`config.mk`:
```
export PLATFORM = sky130hd
export DESIGN_NAME = md5_cmd_deframer
export DESIGN_NICKNAME = d
export VERILOG_FILES = /design/src/rtl/md5_link_pkg.sv /design/src/rtl/md5_resp_serializer.sv /design/src/rtl/md5_cmd_deframer.sv
export SDC_FILE = /design/constraint.sdc
export NUM_CORES = 1
export LEC_CHECK = 0
export CORE_MARGIN = 2
export CORE_UTILIZATION = 45
export DETAILED_ROUTE_END_ITERATION = 16
export PLACE_DENSITY = 0.69
export SLEW_MARGIN = 0
export SYNTH_ARGS = -nofsm -noshare
export SYNTH_HDL_FRONTEND = slang
export SYNTH_SLANG_ARGS = --single-unit
```
`constraint.sdc`:
```
create_clock -name clk -period 4.8 [get_ports clk]
set_clock_uncertainty 0.1 [all_clocks]
set_input_delay 0.72 -clock clk [delete_from_list [all_inputs] [get_ports clk]]
set_output_delay 0.72 -clock clk [all_outputs]
set_load 0.1 [all_outputs]
```
`src/rtl/md5_link_pkg.sv`:
```
// Shared definitions for the MD5 brute-forcer host command link:
// deframer state encoding, word geometry and the command opcodes.
package md5_link_pkg;

  typedef enum logic [1:0] {
    ASSEMBLE  = 2'd0,
    STROBE_HI = 2'd1,
    STROBE_LO = 2'd2,
    TX        = 2'd3
  } link_state_e;

  localparam int BYTES_PER_WORD = 4;

  // Opcodes understood by the brute-forcer controller
  localparam logic [31:0] OP_RESET      = 32'h5230_0000;
  localparam logic [31:0] OP_START      = 32'h5230_0001;
  localparam logic [31:0] OP_SET_A      = 32'h5230_1000;
  localparam logic [31:0] OP_SET_B      = 32'h5230_1001;
  localparam logic [31:0] OP_SET_C      = 32'h5230_1002;
  localparam logic [31:0] OP_SET_D      = 32'h5230_1003;
  localparam logic [31:0] OP_SET_RANGE  = 32'h5230_2000;
  localparam logic [31:0] OP_GET_CNT_LO = 32'h5230_3000;
  localparam logic [31:0] OP_GET_CNT_HI = 32'h5230_3001;

endpackage

```
`src/rtl/md5_resp_serializer.sv`:
```
// Returns one 32-bit result word to the host as 4 bytes, MSB first.
// Handshake: a byte transfers on a cycle where tx_valid && tx_ready are both high.
module md5_resp_serializer
  import md5_link_pkg::*;
(
  input  logic        clk,
  input  logic        reset2,
  input  logic        load,
  input  logic [31:0] word,
  input  logic        tx_ready,
  output logic        tx_valid,
  output logic [7:0]  tx_data,
  output logic        done
);

  logic [31:0] sh;
  logic [1:0]  idx;

  assign tx_data = sh[31:24];
  assign done    = tx_valid && tx_ready && (idx == 2'(BYTES_PER_WORD - 1));

  always_ff @(posedge clk or posedge reset2) begin
    if (reset2) begin
      sh       <= '0;
      idx      <= '0;
      tx_valid <= 1'b0;
    end else if (load) begin
      sh       <= word;
      idx      <= '0;
      tx_valid <= 1'b1;
    end else if (tx_valid && tx_ready) begin
      sh  <= {sh[23:0], 8'h00};
      idx <= idx + 2'd1;
      if (done) tx_valid <= 1'b0;
    end
  end

endmodule

```
`src/rtl/md5_cmd_deframer.sv`:
```
// Host byte stream -> 32-bit command word with a held strobe, then returns
// the downstream result word as 4 bytes. Partial words time out to keep alignment.
module md5_cmd_deframer
  import md5_link_pkg::*;
#(
  parameter int STROBE_CYCLES  = 4,
  parameter int GAP_CYCLES     = 2,
  parameter int TIMEOUT_CYCLES = 100000,
  parameter int TO_W           = 17
) (
  input  logic        clk,
  input  logic        reset2,
  input  logic        rx_valid,
  input  logic [7:0]  rx_data,
  output logic        rx_ready,
  output logic [31:0] cmd_data,
  output logic        cmd_strobe,
  input  logic [31:0] resp_word,
  output logic        tx_valid,
  output logic [7:0]  tx_data,
  input  logic        tx_ready,
  output logic [7:0]  frame_err_cnt,
  output logic        busy
);

  localparam logic [TO_W-1:0] TO_LIMIT = TO_W'(TIMEOUT_CYCLES);

  link_state_e     state;
  logic [1:0]      idx;
  logic [23:0]     hold;
  logic [TO_W-1:0] to_cnt;
  logic [TO_W-1:0] to_next;
  logic [7:0]      ph;
  logic            accept;
  logic            resp_load;
  logic            tx_done;

  assign accept    = rx_valid && rx_ready;
  assign to_next   = to_cnt + 1'b1;
  // resp_word settles after the strobe rise; sample it once, at the end of the gap
  assign resp_load = (state == STROBE_LO) && (ph == 8'(GAP_CYCLES - 1));

  always_ff @(posedge clk or posedge reset2) begin
    if (reset2) begin
      state         <= ASSEMBLE;
      idx           <= '0;
      hold          <= '0;
      to_cnt        <= '0;
      ph            <= '0;
      rx_ready      <= 1'b1;
      cmd_data      <= '0;
      cmd_strobe    <= 1'b0;
      frame_err_cnt <= '0;
      busy          <= 1'b0;
    end else begin
      case (state)
        ASSEMBLE: begin
          if (accept) begin
            to_cnt <= '0;
            idx    <= idx + 2'd1;
            case (idx)
              2'd0: hold[23:16] <= rx_data;
              2'd1: hold[15:8]  <= rx_data;
              2'd2: hold[7:0]   <= rx_data;
              default: begin
                cmd_data   <= {hold, rx_data};
                cmd_strobe <= 1'b1;
                rx_ready   <= 1'b0;
                busy       <= 1'b1;
                ph         <= '0;
                state      <= STROBE_HI;
              end
            endcase
          end else if (idx != 2'd0) begin
            if (to_next == TO_LIMIT) begin
              idx    <= '0;
              to_cnt <= '0;
              if (frame_err_cnt != 8'hFF) frame_err_cnt <= frame_err_cnt + 8'd1;
            end else begin
              to_cnt <= to_next;
            end
          end
        end
        STROBE_HI: begin
          if (ph == 8'(STROBE_CYCLES - 1)) begin
            cmd_strobe <= 1'b0;
            ph         <= '0;
            state      <= STROBE_LO;
          end else begin
            ph <= ph + 8'd1;
          end
        end
        STROBE_LO: begin
          if (resp_load) begin
            ph    <= '0;
            state <= TX;
          end else begin
            ph <= ph + 8'd1;
          end
        end
        TX: begin
          if (tx_done) begin
            rx_ready <= 1'b1;
            busy     <= 1'b0;
            state    <= ASSEMBLE;
          end
        end
        default: state <= ASSEMBLE;
      endcase
    end
  end

  md5_resp_serializer u_ser (
    .clk      (clk),
    .reset2   (reset2),
    .load     (resp_load),
    .word     (resp_word),
    .tx_ready (tx_ready),
    .tx_valid (tx_valid),
    .tx_data  (tx_data),
    .done     (tx_done)
  );

endmodule

```
==> reports/qor.txt, run 1 <==
status - complete, no violations
GRT overflow - 0
TritonCTS clock tree - done
die area - 14300 sq um
drt wl/cell - 14.8 um
chip height - 120 um
clock-pin slew on the worst setup and hold paths - 60 ps
Antenna Nets Post-Route - 0
TNS Setup - 0 ps
Synth area leader - dfrtp_1
Yosys cell types - 49
Nets - 752
Mapped Nets - 667
Worst Max-Slew Pin Slew - 1170 ps
clk root buf - clkbuf_16
RSZ-0062 raised after global routing - false
worst-case clock buffer depth - 2
crit-path leading delay family - simple AND/OR/NAND/NOR gates
vias per cell - 5.26
fmax - 318 MHz
share of post-route cells with drive strength above 1 - 10.3%
# rows - 42
Worst EP required - 5010 ps
top post-synthesis cells by area - dfrtp_1, nand2_1, mux2_2, mux2i_1, o21ai_0
CTS buffer count - 17
WL final - 13100 um
period utilization - 65.5%
Die Wd - 120 um
fin crit period - 3150 ps
Initial Util - 45.9%
Crit-path slowest cell - or4_4
antenna diode count - 0
max_cap viols - 0
DRT iter0 DRCs - 275
FF+latch count, synth - 131
crit-path max FO - 8
# setup viols final - 0
share of flip-flops with an asynchronous set or reset - 100%
Worst Hold Class - reg2reg
R2R setup slack - 1650 ps
dominant synthesized flop cell - dfrtp_1
count leader, synth - nand2_1
WP data arrival - 3350 ps
Relative slew margins - 21.5%
I/O Buffers - 95
Fin. Hold Viols - 0
smallest setup slack after layout - 1650 ps
R2R depth - 7
clk_lat worst skew - 420 ps
CP Launch Type - register
number of synthesis warnings - 0
Post-Syn Instances - 610
CP Capture Type - register
maximum vdd ir drop - 0.219 mV
largest net degree at the start of global routing - 69
postcts setup bufs - 0
Setup CP Type - reg2reg
ordered list of cells on the worst path - ha_1 -> nand4_2 -> or4_4 -> a2111o_1 -> a2111oi_2 -> and4_1 -> mux2_2
initial antenna violation count - 0
Fillers - 1118
Worst Setup SP - to_cnt[1]$_DFFE_PP0P_
CP max stage delay - 590 ps
GRT Util Overall - 19.1%
EDFF count, synth - 0
static leakage - 3.73 nW
r2r endpoint - frame_err_cnt[1]$_DFFE_PP0P_
final-report max-slew violation count - 0
commonest cells in the netlist - nand2_1, dfrtp_1, o21ai_0
Placer Congestion - 0.868
Synth Cell Area - 6020 sq um
drt pass-1 iters - 4
CTS H-tree depth - 4
DRC Markers - 0
vias in the first global route - 4538
DPL Wire Length - 8620 um
Finished Core Util - 58.2%
I/O Pins - 96
CTS sink cnt - 131
Area Overhead vs Synth - 27.0%
hold_buf cts - 0
crit path to - frame_err_cnt[1]$_DFFE_PP0P_
syn avg cell area - 9.88 sq um
sequential fraction of the synthesis area - 54.4%
PD cells - 330 nW/um^2
Final Power - 0.00253 W
Yosys top cell area share - 54.0%
CP Buf/Inv Count - 0
core area - 13100 sq um
via count - 4654
Worst path depth - 7
first-pass GRT wire length - 21900 um
CTS resizes - 0
r2r startpoint - to_cnt[1]$_DFFE_PP0P_
worst slack at placement - 1600 ps
cells by family (layout without fill, tap and decap cells):
group	Yosys count	count (layout)	synth area share [%]
fa+ha+maj	13	13	2.70
simple gates	277	277	20.3
buf+inv	42	140	3.22
flops	131	131	54.4
xor+xnor	11	11	1.60
mux	51	51	9.01
compound gates	85	85	8.76
registers in the layout, indices dropped and copies added, names as in the netlist:
signal and count:
busy 1, cmd_data 32, cmd_strobe 1, frame_err_cnt 8
hold 24, idx 2, ph 8, rx_ready 1
state 2, to_cnt 17, u_ser.idx 2, u_ser.sh 32
u_ser.tx_valid 1
stage by stage:
stage               std cells  instance area (sq um)  hold slack (ps)
floorplan                 610                   6020              333
finish                    884                   7650              365
global placement          852                   7080              342
detailed placement        852                   7080              347
global route              884                   7650              391
CTS                       884                   7650              365
metal layers:
layer,GRT usage [%],wire length [um],up-vias
li1,-,-,2257
met1,25.8,6140,2278
met4,5.81,157,0
met5,0,0,-
met3,6.37,718,16
met2,29.5,6040,103
cells in the final DEF, fill, tap and decap left out, types with 13 or more instances in the layout:
cell             Yosys  final
clkbuf_16            0     17
nand3_1             26     26
ha_1                13     13
nor2_1              16     16
dfrtp_1            130    130
nand2_1            185    184
clkdlybuf4s50_1      0     95
mux2i_1             25     25
o21ai_0             45     45
mux2_2              26     26
final cells by class:
class	instances	area [sq um]	area share [%]
Inverter	11	43.8	0.572
Clock buffer	19	453	5.92
Timing Repair Buffer	97	978	12.8
Sequential cell	131	3280	42.9
Multi-Input combinational cell	437	2550	33.4
Clock inverter	13	123	1.60
Tap cell	176	220	2.88
worst register-to-register path, delay by kind of cell (launching register included):
| kind | cells | cell delay (ps) |
|---|---|---|
| compound gates | 2 | 690 |
| fa+ha+maj | 1 | 280 |
| flops | 1 | 390 |
| mux | 1 | 370 |
| simple gates | 3 | 1200 |
report_power, final:
part / leakage, nW / internal [W] / switching [W] / total (W)
sequential: 1.77 / 0.00112 / 0.0000110 / 0.00113
clock: 0.278 / 0.000745 / 0.000501 / 0.00125
combinational: 1.68 / 0.0000656 / 0.0000881 / 0.000154
how the worst min path moves through the flow:
stage | startpoint | slack [ps] | cells past startpoint | to
after floorplan | hold[2]$_DFFE_PP0P_ | 330 | 2 | cmd_data[10]$_DFFE_PP0P_
final | hold[7]$_DFFE_PP0P_ | 360 | 2 | cmd_data[15]$_DFFE_PP0P_
after detailed placement | hold[13]$_DFFE_PP0P_ | 350 | 2 | cmd_data[21]$_DFFE_PP0P_
after global placement | hold[22]$_DFFE_PP0P_ | 340 | 2 | cmd_data[30]$_DFFE_PP0P_
after CTS | hold[15]$_DFFE_PP0P_ | 370 | 2 | cmd_data[23]$_DFFE_PP0P_
after global routing | hold[8]$_DFFE_PP0P_ | 390 | 2 | cmd_data[16]$_DFFE_PP0P_
(Power assumes the default switching activity.)
==> inputs of run 2 (changes only) <==
- PLACE_DENSITY: 0.69 -> 0.72
- clock period: 4.8 -> 2.5 ns (I/O delays scaled with it)
==> run 2 against run 1 <==
Effect of this change:
- the flow now finishes with violations (setup timing)
- via count rose by 4.5%
- total power rose by 87%
- largest cell class unchanged
- first-iteration DRC count rose by 10%
- sequential power rose by 91%
- critical endpoint unchanged
- sequential share of layout area fell by 2.1 points
- register-to-register slack got worse by 1900 ps
- critical path type unchanged
- utilization rose by 2.9 points
- cell area rose by 5.0%
- die area did not move
- clock-buffer cell count did not move
- worst setup slack got worse by 1900 ps
==> reports/qor.txt, run 2 (synthesized netlist as in run 1, its figures left out) <==
status - finished with violations (was complete, no violations)
violated checks - setup timing
GRT Util Overall - 20.3% (was 19.1%)
R2R depth - 8 (was 7)
fin crit period - 2710 ps (was 3150 ps)
final-report max-slew violation count - 0 (unchanged)
Worst Hold Class - in2async (was reg2reg)
I/O Pins - 96 (unchanged)
clk root buf - clkbuf_16 (unchanged)
drt wl/cell - 14.9 um (was 14.8 um)
smallest setup slack after layout - -207 ps (was 1650 ps)
WL final - 13900 um (was 13100 um)
hold_buf cts - 0 (unchanged)
CP Launch Type - register (unchanged)
most common cell after layout, fill and taps aside - nand2_1 (unchanged)
CTS buffer count - 17 (unchanged)
largest net degree at the start of global routing - 76 (was 69)
DRC Markers - 0 (unchanged)
static leakage - 4.11 nW (was 3.73 nW)
Worst Max-Slew Pin Slew - 547 ps (was 1170 ps)
Area Overhead vs Synth - 33.4% (was 27.0%)
fmax - 369 MHz (was 318 MHz)
die area - 14300 sq um (unchanged)
Nets - 802 (was 752)
CTS sink cnt - 131 (unchanged)
Post-Layout Cell Count - 934 (was 884)
period utilization - 108% (was 65.5%)
Fillers - 1129 (was 1118)
Relative slew margins - 63.5% (was 21.5%)
TritonCTS clock tree - done (unchanged)
worst slack at placement - -298 ps (was 1600 ps)
most frequent cells in the layout - nand2_1, dfrtp_1, buf_4, o21ai_0, clkdlybuf4s50_1 (was nand2_1, dfrtp_1, clkdlybuf4s50_1, o21ai_0)
# setup viols final - 20 (was 0)
I/O Buffers - 95 (unchanged)
DRT iter0 DRCs - 303 (was 275)
initial antenna violation count - 0 (unchanged)
WP data arrival - 2910 ps (was 3350 ps)
Fin. Hold Viols - 0 (unchanged)
vias per cell - 5.21 (was 5.26)
Worst EP required - 2700 ps (was 5010 ps)
core area - 13100 sq um (unchanged)
antenna diode count - 0 (unchanged)
vias in the first global route - 4779 (was 4538)
largest registers - cmd_data (32), u_ser.sh (32), hold (24) (unchanged)
clock-pin slew on the worst setup and hold paths - 60 ps (about the same)
drt pass-1 iters - 4 (unchanged)
CP Capture Type - register (unchanged)
CTS H-tree depth - 4 (unchanged)
GRT overflow - 0 (unchanged)
share of post-route cells with drive strength above 1 - 24.3% (was 10.3%)
DPL Wire Length - 9460 um (was 8620 um)
Multi-input gate area - 2670 sq um (was 2550 sq um)
Die Wd - 120 um (unchanged)
Antenna Nets Post-Route - 0 (unchanged)
# rows - 42 (unchanged)
clk_lat worst skew - 420 ps (about the same)
max_cap viols - 0 (unchanged)
via count - 4862 (was 4654)
dpl cells - 898 (was 852)
RSZ-0062 raised after global routing - true (was false)
PD cells - 587 nW/um^2 (was 330 nW/um^2)
Initial Util - 45.9% (unchanged)
maximum vdd ir drop - 0.476 mV (was 0.219 mV)
first-pass GRT wire length - 23200 um (was 21900 um)
worst-case clock buffer depth - 2 (unchanged)
Placer Congestion - 0.893 (was 0.868)
Setup CP Type - reg2reg (unchanged)
chip height - 120 um (unchanged)
crit-path max FO - 3 (was 8)
Register Area - 3280 sq um (unchanged)
run 2: per-stage QoR:
stage          utilization (%)  hold slack (ps)  TNS (ps)  instance area (sq um)  power, W
5_1_grt                   61.2              369     -4500                   8040   0.00490
4_1_cts                   60.6              346     -1390                   7970   0.00478
2_1_floorplan                -              333     -1190                   6060   0.00237
3_3_place_gp              55.9              344     -1310                   7350   0.00250
3_5_place_dp              55.9              355     -2540                   7350   0.00251
6_report                  61.2              326     -2280                   8040   0.00472
run 2: path summary, 6_finish.rpt:
path | startpoint | end | slack, ps
max | to_cnt[1]$_DFFE_PP0P_ | frame_err_cnt[1]$_DFFE_PP0P_ | -210
min | reset2 | to_cnt[14]$_DFFE_PP0P_ | 330
max reg2reg | to_cnt[1]$_DFFE_PP0P_ | frame_err_cnt[1]$_DFFE_PP0P_ | -210
min reg2reg | hold[12]$_DFFE_PP0P_ | cmd_data[20]$_DFFE_PP0P_ | 360
max in group asynchronous | reset2 | rx_ready$_DFFE_PP1P_ | 1580
min in group clk | hold[12]$_DFFE_PP0P_ | cmd_data[20]$_DFFE_PP0P_ | 360
run 2: worst max-delay path, stage by stage, from the launching register on:
cell and delay (ps):
dfrtp_1 380, ha_4 160, nand4_4 110, or4_4 440, a2111o_1 430, a2111oi_4 260, and4_4 310, buf_4 120
mux2_4 280
run 2: power breakdown:
part / internal (W) / switching (W)
logic: 0.000129 / 0.000174
registers: 0.00214 / 0.0000189
clock network: 0.00130 / 0.000948
total: 0.00358 / 0.00114
run 2: cell type report:
class	instances	area share, %
multi-input combinational	437	33.2
inverter	11	0.560
sequential	131	40.8
clock buffer	19	5.51
clock inverter	13	1.28
tap	176	2.74
timing repair buffer	147	15.9
run 2: metal layers:
metal  track usage, %  wire length [um]  vias to the layer above
met1             27.2              6340                     2362
met3             5.80               735                       20
met2             31.8              6610                      124
li1                 -                 -                     2356
met5                0                 0                        -
met4             7.13               210                        0
run 2: repair_timing:
item                                    in CTS  in global routing
pin swaps                                    6                  3
gates cloned                                 0                  0
gates resized for setup                     12                 10
hold endpoints to repair                     0                  0
buffers inserted                             1                  3
endpoints found under the setup margin      19                 21
==> inputs of run 3 (changes only) <==
- CTS_CLUSTER_SIZE: not set -> 20
==> results of run 3 <==
Final layout, timing and power as in run 2 (identical DEF).
